## src/rtl/write_ram_mem.sv

```systemverilog
// Writes a snapshot of a parallel word array into an external RAM, one word per
// two cycles, then optionally reads every word back and flags the first mismatch.
module write_ram_mem #(
  parameter int DEP    = 32,
  parameter int WID    = 8,
  parameter int VERIFY = 1
) (
  input  logic               clk,
  input  logic               reset,
  input  logic               start,
  input  logic [DEP*WID-1:0] wr_data_in,
  input  logic [WID-1:0]     ram_q_data_in,
  output logic [8:0]         address,
  output logic [WID-1:0]     ram_data_out,
  output logic               wren,
  output logic               busy,
  output logic               done,
  output logic               mismatch,
  output logic [8:0]         fail_index
);

  typedef enum logic [2:0] {
    S_IDLE, S_WRITE, S_INC, S_RADDR, S_RWAIT, S_CMP, S_DONE
  } state_t;

  localparam int          IW   = (DEP > 1) ? $clog2(DEP) : 1;
  localparam logic [8:0]  LAST = 9'(DEP - 1);

  state_t         r_state, w_state_next;
  logic [8:0]     r_index, w_index_next;
  logic           r_done, w_done_next;
  logic           r_mismatch, w_mismatch_next;
  logic [8:0]     r_fail_index, w_fail_index_next;
  logic           w_accept;
  logic [WID-1:0] w_words [DEP];
  logic [WID-1:0] r_snap  [DEP];
  logic [WID-1:0] w_snap_word;

  genvar gi;
  generate
    for (gi = 0; gi < DEP; gi++) begin : g_unpack
      assign w_words[gi] = wr_data_in[gi*WID +: WID];
    end
  endgenerate

  assign w_accept    = ((r_state == S_IDLE) || (r_state == S_DONE)) && start;
  assign w_snap_word = r_snap[r_index[IW-1:0]];

  // Snapshot is deliberately outside the reset domain: its contents only matter after a start.
  always_ff @(posedge clk) begin
    if (w_accept) r_snap <= w_words;
  end

  always_ff @(posedge clk or negedge reset) begin
    if (!reset) begin
      r_state      <= S_IDLE;
      r_index      <= '0;
      r_done       <= 1'b0;
      r_mismatch   <= 1'b0;
      r_fail_index <= '0;
    end else begin
      r_state      <= w_state_next;
      r_index      <= w_index_next;
      r_done       <= w_done_next;
      r_mismatch   <= w_mismatch_next;
      r_fail_index <= w_fail_index_next;
    end
  end

  always_comb begin
    w_state_next      = r_state;
    w_index_next      = r_index;
    w_done_next       = r_done;
    w_mismatch_next   = r_mismatch;
    w_fail_index_next = r_fail_index;
    address           = '0;
    ram_data_out      = '0;
    wren              = 1'b0;
    busy              = 1'b1;
    case (r_state)
      S_IDLE, S_DONE: begin
        busy = 1'b0;
        if (start) begin
          w_state_next      = S_WRITE;
          w_index_next      = '0;
          w_done_next       = 1'b0;
          w_mismatch_next   = 1'b0;
          w_fail_index_next = '0;
        end
      end
      S_WRITE: begin
        address      = r_index;
        ram_data_out = w_snap_word;
        wren         = 1'b1;
        w_state_next = S_INC;
      end
      S_INC: begin
        address = r_index;
        if (r_index < LAST) begin
          w_index_next = r_index + 9'd1;
          w_state_next = S_WRITE;
        end else begin
          w_index_next = '0;
          if (VERIFY != 0) begin
            w_state_next = S_RADDR;
          end else begin
            w_state_next = S_DONE;
            w_done_next  = 1'b1;
          end
        end
      end
      S_RADDR: begin
        address      = r_index;
        w_state_next = S_RWAIT;
      end
      S_RWAIT: begin
        address      = r_index;
        w_state_next = S_CMP;
      end
      S_CMP: begin
        address = r_index;
        // Only the first differing word records its index.
        if ((ram_q_data_in != w_snap_word) && !r_mismatch) begin
          w_mismatch_next   = 1'b1;
          w_fail_index_next = r_index;
        end
        if (r_index < LAST) begin
          w_index_next = r_index + 9'd1;
          w_state_next = S_RADDR;
        end else begin
          w_state_next = S_DONE;
          w_done_next  = 1'b1;
        end
      end
      default: w_state_next = S_IDLE;
    endcase
  end

  assign done       = r_done;
  assign mismatch   = r_mismatch;
  assign fail_index = r_fail_index;

endmodule

```

## config.mk

```make
export PLATFORM = sky130hd
export DESIGN_NAME = write_ram_mem
export DESIGN_NICKNAME = d
export VERILOG_FILES = /design/src/rtl/write_ram_mem.sv
export SDC_FILE = /design/constraint.sdc
export NUM_CORES = 1
export LEC_CHECK = 0
export CAP_MARGIN = 20
export CORE_ASPECT_RATIO = 0.5
export CORE_MARGIN = 3
export CORE_UTILIZATION = 27
export CTS_BUF_LIST = sky130_fd_sc_hd__clkbuf_16
export CTS_CLUSTER_DIAMETER = 200
export DETAILED_ROUTE_END_ITERATION = 7
export SLEW_MARGIN = 20
export SYNTH_ARGS = -nofsm -noshare
export SYNTH_HDL_FRONTEND = slang
export SYNTH_SLANG_ARGS = --single-unit
```

## constraint.sdc

```tcl
create_clock -name clk -period 8.2 [get_ports clk]
set_clock_uncertainty 0.1 [all_clocks]
set_input_delay 2.46 -clock clk [delete_from_list [all_inputs] [get_ports clk]]
set_output_delay 2.46 -clock clk [all_outputs]
set_load 0.05 [all_outputs]
```

Yosys cells after proc, flatten, opt, wreduce, memory -nomap -nowiden
Index checks and enable logic that the tools add are counted.
{"block": "totals", "out_inout_bits": 30, "ff_bits": 279, "elab_cells": 86, "inputBits": 267}
{"block": "classes", "add_sub_neg": 1, "muxes": 22, "n_eq_ne": 11, "n_reduce_logical": 12, "n_lt_le_gt_ge": 2, "bitwise": 1}
{"cell": "9-bit two-way mux", "count": 5}
{"cell": "8-bit binary-select mux with 5-bit select", "count": 1}
{"cell": "9-bit one-hot mux with 3 select lines", "count": 1}
{"cell": "8-bit two-way mux", "count": 3}
{"cell": "3-bit one-hot mux with 6 select lines", "count": 1}
{"cell": "9-bit one-hot mux with 2 select lines", "count": 1}
{"cell": "9-bit by 1-bit adder with 9-bit output, second input constant", "count": 1}
{"cell": "3-bit == test, second input constant", "count": 3}
{"cell": "9-bit by 5-bit < comparator with 1-bit output, second input constant", "count": 1}
{"cell": "3-bit AND reduction", "count": 3}
{"cell": "2-bit inequality test, second input constant", "count": 4}
{"cell": "8-bit inequality test", "count": 1}
{"cell": "3-bit by 2-bit == test with 1-bit output, second input constant", "count": 2}
{"cell": "6-bit greater-or-equal comparator, second input constant", "count": 1}
{"cell": "3-bit two-way mux", "count": 2}
{"cell": "5-bit inverter with 6-bit output", "count": 1}
{"cell": "1-bit two-way mux", "count": 5}
{"cell": "5-bit OR reduction", "count": 1}
{"cell": "1-bit one-hot mux with 2 select lines", "count": 2}
{"cell": "3-bit by 1-bit == test with 1-bit output, second input constant", "count": 1}
{"cell": "3-bit zero test", "count": 1}
{"cell": "3-bit nonzero test", "count": 1}
{"cell": "1-bit logical AND", "count": 2}
{"cell": "2-bit two-way mux", "count": 1}
{"cell": "4 further kinds", "count": 4}

Logic depth before layout (Yosys ltp)
Gate-level depths: netlist of the first run.
{"block": "depth", "ltp_word": 8, "mapped_depth": 13, "mapped_depth_nobuf": 8}

Worst setup path before layout of the first run
Ideal clock, no wire load.
{"block": "synth_timing", "path_kind": "input-to-reg", "startpoint": "input port start", "endpoint": "register r_snap[0] in the netlist's numbering (enable)", "path_stages": 4, "path_slack_ns": -0.435, "n_path_buf": 2, "required_ns": 7.494, "t_arrival_ns": 7.928, "setup_time_ns": 0.606, "path_cell_list": "clkbuf_1 nand2_1 clkbuf_1 inv_1"}
{"block": "synth_via", "elab_chain_len": 1}
{"element": "from (decl)", "line": "10", "rtl": "input logic start,"}
{"element": "1-bit logical AND", "line": "46", "rtl": "assign w_accept = ((r_state == S_IDLE) || (r_state == S_DONE)) && start;"}
{"element": "net w_accept", "line": "34", "rtl": "logic w_accept;"}
{"element": "to (signal assigned)", "line": "51", "rtl": "if (w_accept) r_snap <= w_words;"}
{"element": "to (decl)", "line": "36", "rtl": "logic [WID-1:0] r_snap [DEP];"}
The timed path passes the listed nets, and every way through them passes these cells.
A chain may end at the register's enable or synchronous reset.

Worst setup path in the final report of the first run
{"block": "layout_timing", "startpoint": "register r_index[0]", "endpoint": "output port ram_data_out[5]"}
{"block": "layout_via", "elab_chain_len": 5}
{"element": "from (decl)", "line": "30", "rtl": "logic [8:0] r_index, w_index_next;"}
{"element": "from (signal assigned)", "line": "63", "rtl": "r_index <= w_index_next;"}
{"element": "5-bit inverter with 6-bit output (implied by the code)", "line": "47", "rtl": "assign w_snap_word = r_snap[r_index[IW-1:0]];"}
{"element": "8-bit binary-select mux with 5-bit select", "line": "47"}
{"element": "8-bit two-way mux (implied by the code) (2 in series)", "line": "47"}
{"element": "8-bit two-way mux", "line": "80", "rtl": "case (r_state)"}
{"element": "to (decl)", "line": "14", "rtl": "output logic [WID-1:0] ram_data_out,"}
Every way passes these cells. The select of a mux whose other input is x is not followed.

==> results of run 1 <==
cell type report:
| class | instances | share of cell area |
|---|---|---|
| Clock inverter | 20 | 0.00974 |
| Timing Repair Buffer | 305 | 0.196 |
| Clock buffer | 29 | 0.0467 |
| Sequential cell | 279 | 0.532 |
| Antenna cell | 7 | 0.00113 |
| Inverter | 8 | 0.00217 |
| Multi-Input combinational cell | 290 | 0.170 |
| Tap cell | 530 | 0.0427 |
worst max-delay path, stage by stage, from the launching register on:
cell and delay [ns]:
dfrtp_4 0.95, buf_4 0.45, mux2i_1 0.14, a221oi_1 0.29
o21ai_0 0.23, a32o_1 0.34, nor2_1 0.10, clkdlybuf4s50_1 0.83
kinds of logic (layout without fill, tap and decap cells):
| family | after synthesis | after routing | share of synthesized area |
|---|---|---|---|
| buf+inv | 41 | 362 | 0.0235 |
| mux | 101 | 101 | 0.136 |
| compound gates | 78 | 78 | 0.0504 |
| other cells | 0 | 7 | 0 |
| xor+xnor | 12 | 12 | 0.00941 |
| fa+ha+maj | 1 | 1 | 0.00112 |
| flops | 279 | 279 | 0.740 |
| simple gates | 98 | 98 | 0.0398 |
flip-flops by register name, indices dropped and copies added (netlist names):
signal and count:
r_state 3, done 1, r_index 9, mismatch 1, r_snap 256, fail_index 9
worst paths after layout:
| kind | cells past startpoint | from | endpoint | slack [ns] |
|---|---|---|---|---|
| min in group asynchronous | 1 | reset | fail_index[8] | 1.80 |
| max in group asynchronous | 1 | reset | r_index[0] | 5.78 |
| min | 2 | fail_index[6] | fail_index[6] | 0.44 |
| max | 7 | r_index[0] | ram_data_out[5] | 1.69 |
| min reg2reg | 2 | fail_index[6] | fail_index[6] | 0.44 |
| max reg2reg | 8 | r_index[0] | fail_index[8] | 3.83 |
per-stage QoR:
stage	worst slack (ns)	hold WS (ns)	area, um2
final	1.69	0.438	15500
after detailed placement	2.18	0.428	14600
after CTS	1.60	0.437	15500
after floorplan	0.736	0.374	11200
after global routing	1.38	0.476	15500
after global placement	2.14	0.418	14600
layer usage:
layer / wire (um) / global-route usage
met5: 0 / 0
met4: 848 / 0.0503
met2: 19200 / 0.286
met1: 11300 / 0.150
met3: 1170 / 0.0239
power groups by stage:
stage                     Combinational, mW  Sequential [mW]  Clock [mW]
after floorplan                        1.02             2.12           0
after CTS                              1.45             2.14        1.25
final                                  1.43             2.13        1.23
after global placement                 1.44             2.16           0
after detailed placement               1.45             2.17           0
after global routing                   1.53             2.17        1.32
Yosys cell counts (2+ instances only):
library cell and instances:
buf_8 2, clkbuf_1 12, mux2_2 2, nor2_1 33, nand4_1 2, nand2b_1 2
a211o_1 2, a32o_1 5, a22oi_1 6, buf_6 5, xnor2_1 4, nand3_1 2
inv_1 8, o21ai_0 13, and2_1 14, edfxtp_1 256, mux4_2 40, nand2_1 35
mux2i_1 59, dfrtp_1 23, a21oi_1 12, xor2_1 8, a41oi_1 3, nor2b_1 6
a221oi_1 7, buf_12 2, a31oi_1 2, o22ai_1 8, a211oi_1 3, o21ai_1 3
o221ai_1 7, buf_2 10
==> summary.txt, run 1 <==
Grt total ovfl: 0
1st-iter DRT viols: 475
Power density cells: 309 nW/um2
Worst-margin pin slew: 1.09 ns
Crit path max fanout: 44
Clk pwr share: 0.256
Distinct cells, synth: 46
Main synth FF type: edfxtp_1
Async set-reset flop share out of synthesis: 0.0824
Global-route wire length before repair: 45,800 um
Worst hold path class: flip-flop to flip-flop
Final slew viol count: 0
Maxcap violations: 0
Setup Buffers After CTS: 0
WP data required: 5.64 ns
Root Driver: clkbuf_16
Die Width: 294 um
Post-route DRC violation count: 0
Final core utilization: 0.390
Starting Density: 0.280
DR pass1 iterations: 5
Synth top area cells: edfxtp_1 69%, mux4_2 8.1%, mux2i_1 5.3%
Die area: 44,000 um2
Synthesis-to-finish area growth: 39.2%
Cells after Synth: 610
Post-Route WL: 32,400 um
Max Root-Sink Buffers: 3
Seq/Total Area, Yosys: 0.740
Slew HR: 0.270
Post-synth top area cell: edfxtp_1
Placed cells: 1,412
Most frequent cells in the layout: 295 x clkdlybuf4s50_1, 256 x edfxtp_1, 59 x mux2i_1
Drt wl/cell: 22.1 um
Initial antenna violation count: 7
Dpl hpwl: 24,700 um
Ports: 297
Setup_tns: 0 ns
TritonCTS Buffers: 28
Setup violators final: 0
Via count: 6,661
Final worst-path cycle share: 0.794
Non-Filler Instances: 1,468
Leakage: 5.21 nW
RSZ-0062 raised after global routing: no
Port bufs: 296
Final ANT Viol Nets: 0
Die Y: 150 um
Fillcell total: 3,708
Multi-input logic area: 2640 um2
Power share of the sequential group: 0.445
Total routing usage reported by global routing: 0.143
# rows: 51
CTS clk-pin slew, worst paths: 0.07 ns
Worst-Skew Late Latency: 0.53 ns
Total Power: 4.79 mW
Post-layout min period: 6.51 ns
GPL Wtd Cong: 0.836
Synthesized flop and latch total: 279
Post-synth top area share: 0.689
Final Hold Vio Count: 0
CTS tree: done
Int Power: 3.27 mW
Avg Cell Area, Syn: 18.3 um2
Max Freq: 0.154 GHz
Critical Path AT: 3.95 ns
Part of the power in combinational logic: 0.299
Largest net degree at the start of global routing: 146
Share of layout cells above drive strength 1: 0.104
CTS Hold Buffers Added: 0
Startpoint Class: flip-flop
Most common cell after layout, fill and taps aside: clkdlybuf4s50_1
Nets: 1,180
Post-cts resize count: 0
Net Sw Frac: 0.318
Run status: finished, final reports clean
Register area: 8270 um2
CORE AREA: 39,800 um2
Number of synthesized flops with an enable pin: 256
Via-to-Cell Ratio: 4.54
Synth warn: 0
Vias in the first global route: 7,196
Clk sink count: 279
Net Count, Synth: 878
Maximum VDD drop: 183 uV
H-tree levels: 1
Netlist Area Pre-Place: 11,200 um2
Net Sw Power: 1.53 mW
WS Path Type: flip-flop to primary output
Crit. End Element: primary output
No activity file was read; power rests on OpenSTA's default activity.
==> run 2, diff against run 1 <==
==> constraint.sdc (replaced) <==
create_clock -name clk -period 6.4 [get_ports clk]
set_clock_uncertainty 0.1 [all_clocks]
set_input_delay 1.92 -clock clk [delete_from_list [all_inputs] [get_ports clk]]
set_output_delay 1.92 -clock clk [all_outputs]
set_load 0.05 [all_outputs]
==> run 2 against run 1 <==
Against the previous run: final area up 0.61%; via count up 0.36%; utilization up 0.24 points; sequential power up 28%; critical path depth down 1; register-to-register slack worse by 1.6 ns; sequential share of layout area down 0.32 points; clock-buffer cell count unchanged; first-iteration DRC count down 3.4%; sequential cell count unchanged.
==> summary.txt, run 2 (synthesized netlist as in run 1, its figures left out) <==
CTS clk-pin slew, worst paths: 0.06 ns (about the same)
Post-layout min period: 5.82 ns
RR Startpoint: r_index[0]
Final slew viol count: 0 (unchanged)
Largest register FFs: 256 (unchanged)
Die Width: 294 um (unchanged)
Vias in the first global route: 7,368 (+2.4%)
Maxcap violations: 0 (unchanged)
Setup violators final: 0 (unchanged)
Clk pwr share: 0.262 (+0.006)
Synthesis-to-finish area growth: 40.0%
Net Sw Power: 1.97 mW (+29%)
Final worst-path cycle share: 0.909
CTS Hold Buffers Added: 0 (unchanged)
Root Driver: clkbuf_16
Part of the power in combinational logic: 0.302 (+0.003)
Total routing usage reported by global routing: 0.149 (+0.00594)
Leakage: 5.26 nW (+0.98%)
H-tree levels: 1 (unchanged)
CORE AREA: 39,800 um2 (unchanged)
Net Sw Frac: 0.315 (-0.00325)
Crit path max fanout: 40 (-9.1%)
Post-route DRC violation count: 0 (unchanged)
CTS tree: done
Worst-Skew Late Latency: 0.53 ns (about the same)
WP data required: 4.38 ns (-1.26 ns)
Startpoint Class: flip-flop
Grt total ovfl: 0 (unchanged)
TritonCTS Buffers: 28 (unchanged)
Final core utilization: 0.393 (+0.00239)
Nets: 1,184 (+0.34%)
GPL Wtd Cong: 0.806 (-3.5%)
DR pass1 iterations: 5 (unchanged)
Worst-margin pin slew: 1.09 ns (+0.000815 ns)
Fillcell total: 3,658 (-1.3%)
Power density cells: 401 nW/um2 (+30%)
Post-DP Area: 14,700 um2 (+0.43%)
Via count: 6,685 (+0.36%)
Pre-CTS WS: 1.12 ns (-1.06 ns)
Setup WS post-layout: 0.581 ns (-1.11 ns)
Most frequent cells in the layout: 295 x clkdlybuf4s50_1, 256 x edfxtp_1, 59 x mux2i_1
Critical Path AT: 3.80 ns (-0.15 ns)
Worst hold path class: flip-flop to flip-flop
# rows: 51 (unchanged)
Slew HR: 0.270 (-0.000547)
Post-route cell area: 15,600 um2 (+0.61%)
Power share of the sequential group: 0.436 (-0.009)
Worst setup path startpoint: r_index[0]
Share of layout cells above drive strength 1: 0.106 (+0.00158)
Ports: 297 (unchanged)
Clk sink count: 279 (unchanged)
R2R depth: 8 (unchanged)
Dpl hpwl: 25,700 um (+3.8%)
Final Hold Vio Count: 0 (unchanged)
Biggest register: r_snap
WHS Path Cells: 2 (unchanged)
Max Root-Sink Buffers: 3 (unchanged)
Setup_tns: 0 ns (unchanged)
Drt wl/cell: 23.0 um (+3.9%)
Most common cell after layout, fill and taps aside: clkdlybuf4s50_1
Post-Route WL: 33,800 um (+4.2%)
Port bufs: 296 (unchanged)
Setup Buffers After CTS: 0 (unchanged)
Die area: 44,000 um2 (unchanged)
Reg2Reg Setup Slack: 2.19 ns (-1.64 ns)
Initial antenna violation count: 9 (+2)
1st-iter DRT viols: 459 (-3.4%)
Min Hold Slack: 0.445 ns (+0.00673 ns)
RSZ-0062 raised after global routing: no
Max Freq: 0.172 GHz
Int Power: 4.29 mW (+31%)
Largest net degree at the start of global routing: 146 (unchanged)
Critical path endpoint: ram_data_out[2]
Run status: finished, final reports clean
Starting Density: 0.280 (unchanged)
Global-route wire length before repair: 47,400 um (+3.5%)
WS Path Type: flip-flop to primary output
Crit. End Element: primary output
Die Y: 150 um (unchanged)
Final ANT Viol Nets: 0 (unchanged)
Maximum VDD drop: 355 uV (+94%)
R2R Path End: fail_index[6]
Post-cts resize count: 0 (unchanged)
Via-to-Cell Ratio: 4.54 (about the same)
==> run 2: per-stage QoR <==
stage	total power [mW]	std cells
floorplan	4.03	610
global placement	4.65	1416
detailed placement	4.68	1416
CTS	6.32	1466
global route	6.53	1472
finish	6.26	1472
==> run 2: cell type report <==
type / count / area (um2) / area share
repair buffers: 309 / 3090 / 0.198
clock inverters: 21 / 186 / 0.0119
clock buffers: 29 / 726 / 0.0464
diodes: 6 / 15.0 / 0.000961
well taps: 530 / 663 / 0.0424
inverters: 8 / 33.8 / 0.00216
multi-input cells: 290 / 2650 / 0.169
flip-flops and latches: 279 / 8270 / 0.529
==> run 2: worst min path at each step <==
stage	start	endpoint	slack, ns
after detailed placement	fail_index[8]	fail_index[8]	0.43
final	fail_index[4]	fail_index[4]	0.45
after global placement	done	done	0.42
after CTS	fail_index[8]	fail_index[8]	0.45
after floorplan	r_state[0]	r_state[1]	0.37
after global routing	fail_index[5]	fail_index[5]	0.46
==> run 2: critical path, cell delays in order, from the launching register on <==
cell	delay [ns]
dfrtp_4	0.90
buf_12	0.31
mux4_2	0.55
o21ai_0	0.36
a32o_1	0.29
nor2_1	0.06
clkdlybuf4s50_1	0.73
==> run 2: power by group through the flow <==
| stage | Combinational (mW) | Sequential (mW) | Clock, mW |
|---|---|---|---|
| after floorplan | 1.32 | 2.71 | 0 |
| after global placement | 1.89 | 2.76 | 0 |
| after detailed placement | 1.91 | 2.77 | 0 |
| after CTS | 1.91 | 2.74 | 1.67 |
| after global routing | 2.01 | 2.77 | 1.74 |
| final | 1.89 | 2.73 | 1.64 |
==> run 2: layer usage <==
metal	global-route usage	vias up	wire, um	part of all wire
met2	0.302	141	20100	0.59
met3	0.0225	54	1120	0.033
met1	0.154	3439	11600	0.34
li1	-	3045	-	-
met4	0.0525	6	962	0.028
met5	0	-	41	0.0012
==> run 3, diff against run 2 <==
==> config.mk (replaced) <==
export PLATFORM = sky130hd
export DESIGN_NAME = write_ram_mem
export DESIGN_NICKNAME = d
export VERILOG_FILES = /design/src/rtl/write_ram_mem.sv
export SDC_FILE = /design/constraint.sdc
export NUM_CORES = 1
export LEC_CHECK = 0
export CAP_MARGIN = 15
export CORE_ASPECT_RATIO = 0.5
export CORE_MARGIN = 3
export CORE_UTILIZATION = 27
export CTS_BUF_LIST = sky130_fd_sc_hd__clkbuf_4
export CTS_CLUSTER_DIAMETER = 200
export DETAILED_ROUTE_END_ITERATION = 7
export SYNTH_ARGS = -nofsm -noshare
export SYNTH_HDL_FRONTEND = slang
export SYNTH_SLANG_ARGS = --single-unit
==> run 3 against run 2 <==
Against the previous run: final area down 0.43%; power down 3.4%; first-iteration DRC count down 0.22%; register-to-register slack about the same; critical path depth unchanged; maximum frequency down 1.4%; setup slack worse by 0.082 ns; clock power down 13%; global-route usage up 0.26 points; utilization down 0.17 points; via count up 3.8%; final cell count up 4.1%; largest power group unchanged; highest routed layer unchanged.
==> summary.txt, run 3 (synthesized netlist as in run 1, its figures left out) <==
Clk sink count: 279 (unchanged)
Ports: 297 (unchanged)
Total routing usage reported by global routing: 0.151 (+0.00261)
Net Sw Power: 1.99 mW (+0.80%)
Maximum VDD drop: 335 uV (-5.6%)
Share of layout cells above drive strength 1: 0.163 (+0.0569)
Root Driver: clkbuf_4
Final ANT Viol Nets: 0 (unchanged)
Crit. End Element: primary output
Min Hold Slack: 0.448 ns (+0.00261 ns)
Die Y: 150 um (unchanged)
Port bufs: 296 (unchanged)
Drt wl/cell: 22.3 um (-3.1%)
Fillcell total: 3,701 (+1.2%)
CORE AREA: 39,800 um2 (unchanged)
Worst path slowest cell: dfrtp_4
Via count: 6,940 (+3.8%)
Nets: 1,227 (+3.6%)
Post-route DRC violation count: 0 (unchanged)
Clk pwr share: 0.236 (-0.026)
Die area: 44,000 um2 (unchanged)
CTS clk-pin slew, worst paths: 0.07 ns (about the same)
Starting Density: 0.280 (unchanged)
Final core utilization: 0.391 (-0.00170)
Final Hold Vio Count: 0 (unchanged)
Dpl hpwl: 25,700 um (unchanged)
WS Path Type: flip-flop to primary output
Worst-Skew Late Latency: 0.68 ns (+0.15 ns)
Setup violators final: 0 (unchanged)
TritonCTS Buffers: 70 (+150%)
Largest register FFs: 256 (unchanged)
Largest net degree at the start of global routing: 146 (unchanged)
Worst hold path class: flip-flop to flip-flop
# rows: 51 (unchanged)
Max Root-Sink Buffers: 3 (unchanged)
Most frequent cells in the layout: 296 x clkdlybuf4s50_1, 256 x edfxtp_1, 92 x clkbuf_4
Biggest register: r_snap
Part of the power in combinational logic: 0.313 (+0.011)
Worst-margin pin slew: 1.09 ns (+0.000621 ns)
Synthesis-to-finish area growth: 39.4%
DR pass1 iterations: 5 (unchanged)
Final worst-path cycle share: 0.922 (+0.0128)
Post-Route WL: 34,100 um (+0.95%)
RSZ-0062 raised after global routing: no
Most common cell after layout, fill and taps aside: clkdlybuf4s50_1
Grt total ovfl: 0 (unchanged)
Final slew viol count: 0 (unchanged)
Crit path max fanout: 40 (unchanged)
Post-DP Area: 14,700 um2 (unchanged)
Setup Buffers After CTS: 0 (unchanged)
CTS Hold Buffers Added: 0 (unchanged)
Slowest cell delay on critical path: 0.89 ns (about the same)
Global-route wire length before repair: 47,800 um (+0.65%)
CTS tree: done
Initial antenna violation count: 10 (+1)
GPL Wtd Cong: 0.806 (unchanged)
Post-layout min period: 5.90 ns (+0.0821 ns)
Die Width: 294 um (unchanged)
Power density cells: 389 nW/um2 (-2.9%)
CP Cell Sequence: buf_12, mux4_2, o21ai_0, a32o_1, nor2_1, clkdlybuf4s50_1
Startpoint Class: flip-flop
Via-to-Cell Ratio: 4.53 (-0.32%)
Leakage: 5.29 nW (+0.64%)
Run status: finished, final reports clean
Slew HR: 0.270 (-0.000416)
Net Sw Frac: 0.329 (+0.0136)
Power share of the sequential group: 0.451 (+0.015)
Post-route cell area: 15,600 um2 (-0.43%)
WP data required: 4.38 ns (about the same)
H-tree levels: 3 (+2)
Post-cts resize count: 0 (unchanged)
Max Freq: 0.169 GHz (-1.4%)
Critical Path AT: 3.88 ns (+0.08 ns)
Vias in the first global route: 7,622 (+3.4%)
1st-iter DRT viols: 458 (-0.22%)
Maxcap violations: 0 (unchanged)
Int Power: 4.06 mW (-5.3%)
==> run 3: changes by cell type in the layout (fill, tap and decap cells not counted), sizes merged <==
| cell | delta |
|---|---|
| clkdlybuf4s50 | +1 |
| clkinv | +1 |
| clkbuf | +63 |
| bufinv | -2 |
| inv | -3 |
| diode | +1 |
==> run 3: per-layer routing <==
metal  vias up  GRT usage  part of all wire
li1       3171          -                 -
met1      3534      0.150              0.34
met2       169      0.303              0.60
met3        60     0.0349             0.037
met4         6     0.0620             0.025
met5         -          0            0.0012
==> run 3: power by group through the flow <==
| stage | Sequential (mW) | Combinational, mW | Clock [mW] |
|---|---|---|---|
| finish | 2.73 | 1.89 | 1.43 |
| global route | 2.77 | 2.01 | 1.56 |
| CTS | 2.74 | 1.91 | 1.47 |
| detailed placement | 2.77 | 1.91 | 0 |
| global placement | 2.76 | 1.89 | 0 |
| floorplan | 2.71 | 1.32 | 0 |
==> run 3: layout make-up <==
type	instances	area [um2]	share of cell area
tap	530	663	0.0426
sequential	279	8270	0.531
inverter	8	33.8	0.00217
multi-input combinational	290	2650	0.170
clock buffer	92	691	0.0444
antenna	7	17.5	0.00113
clock inverter	17	119	0.00764
timing repair buffer	310	3130	0.201
==> run 3: worst max-delay path: cells and delay by family (launching register included) <==
kind,cells,cell delay [ns]
buf+inv,2,1.04
simple gates,1,0.06
mux,1,0.55
compound gates,2,0.64
flops,1,0.89
==> run 3: worst paths after layout <==
check	start	end	slack (ns)	cells after the start
min in group asynchronous	reset	fail_index[8]	1.46	1
worst max-delay path	r_index[0]	ram_data_out[2]	0.50	6
worst max register to register	r_index[0]	fail_index[6]	2.20	8
worst min-delay path	fail_index[8]	fail_index[8]	0.45	2
max in group asynchronous	reset	r_index[0]	4.31	2
worst min register to register	fail_index[8]	fail_index[8]	0.45	2
==> run 3: stage by stage <==
stage               TNS (ns)  cells  total power [mW]  setup slack (ns)
global route               0   1533              6.34             0.293
CTS                        0   1525              6.12             0.355
finish                     0   1533              6.05             0.499
detailed placement         0   1416              4.68              1.12
global placement           0   1416              4.65              1.07
floorplan             -48.82    610              4.03            -0.191
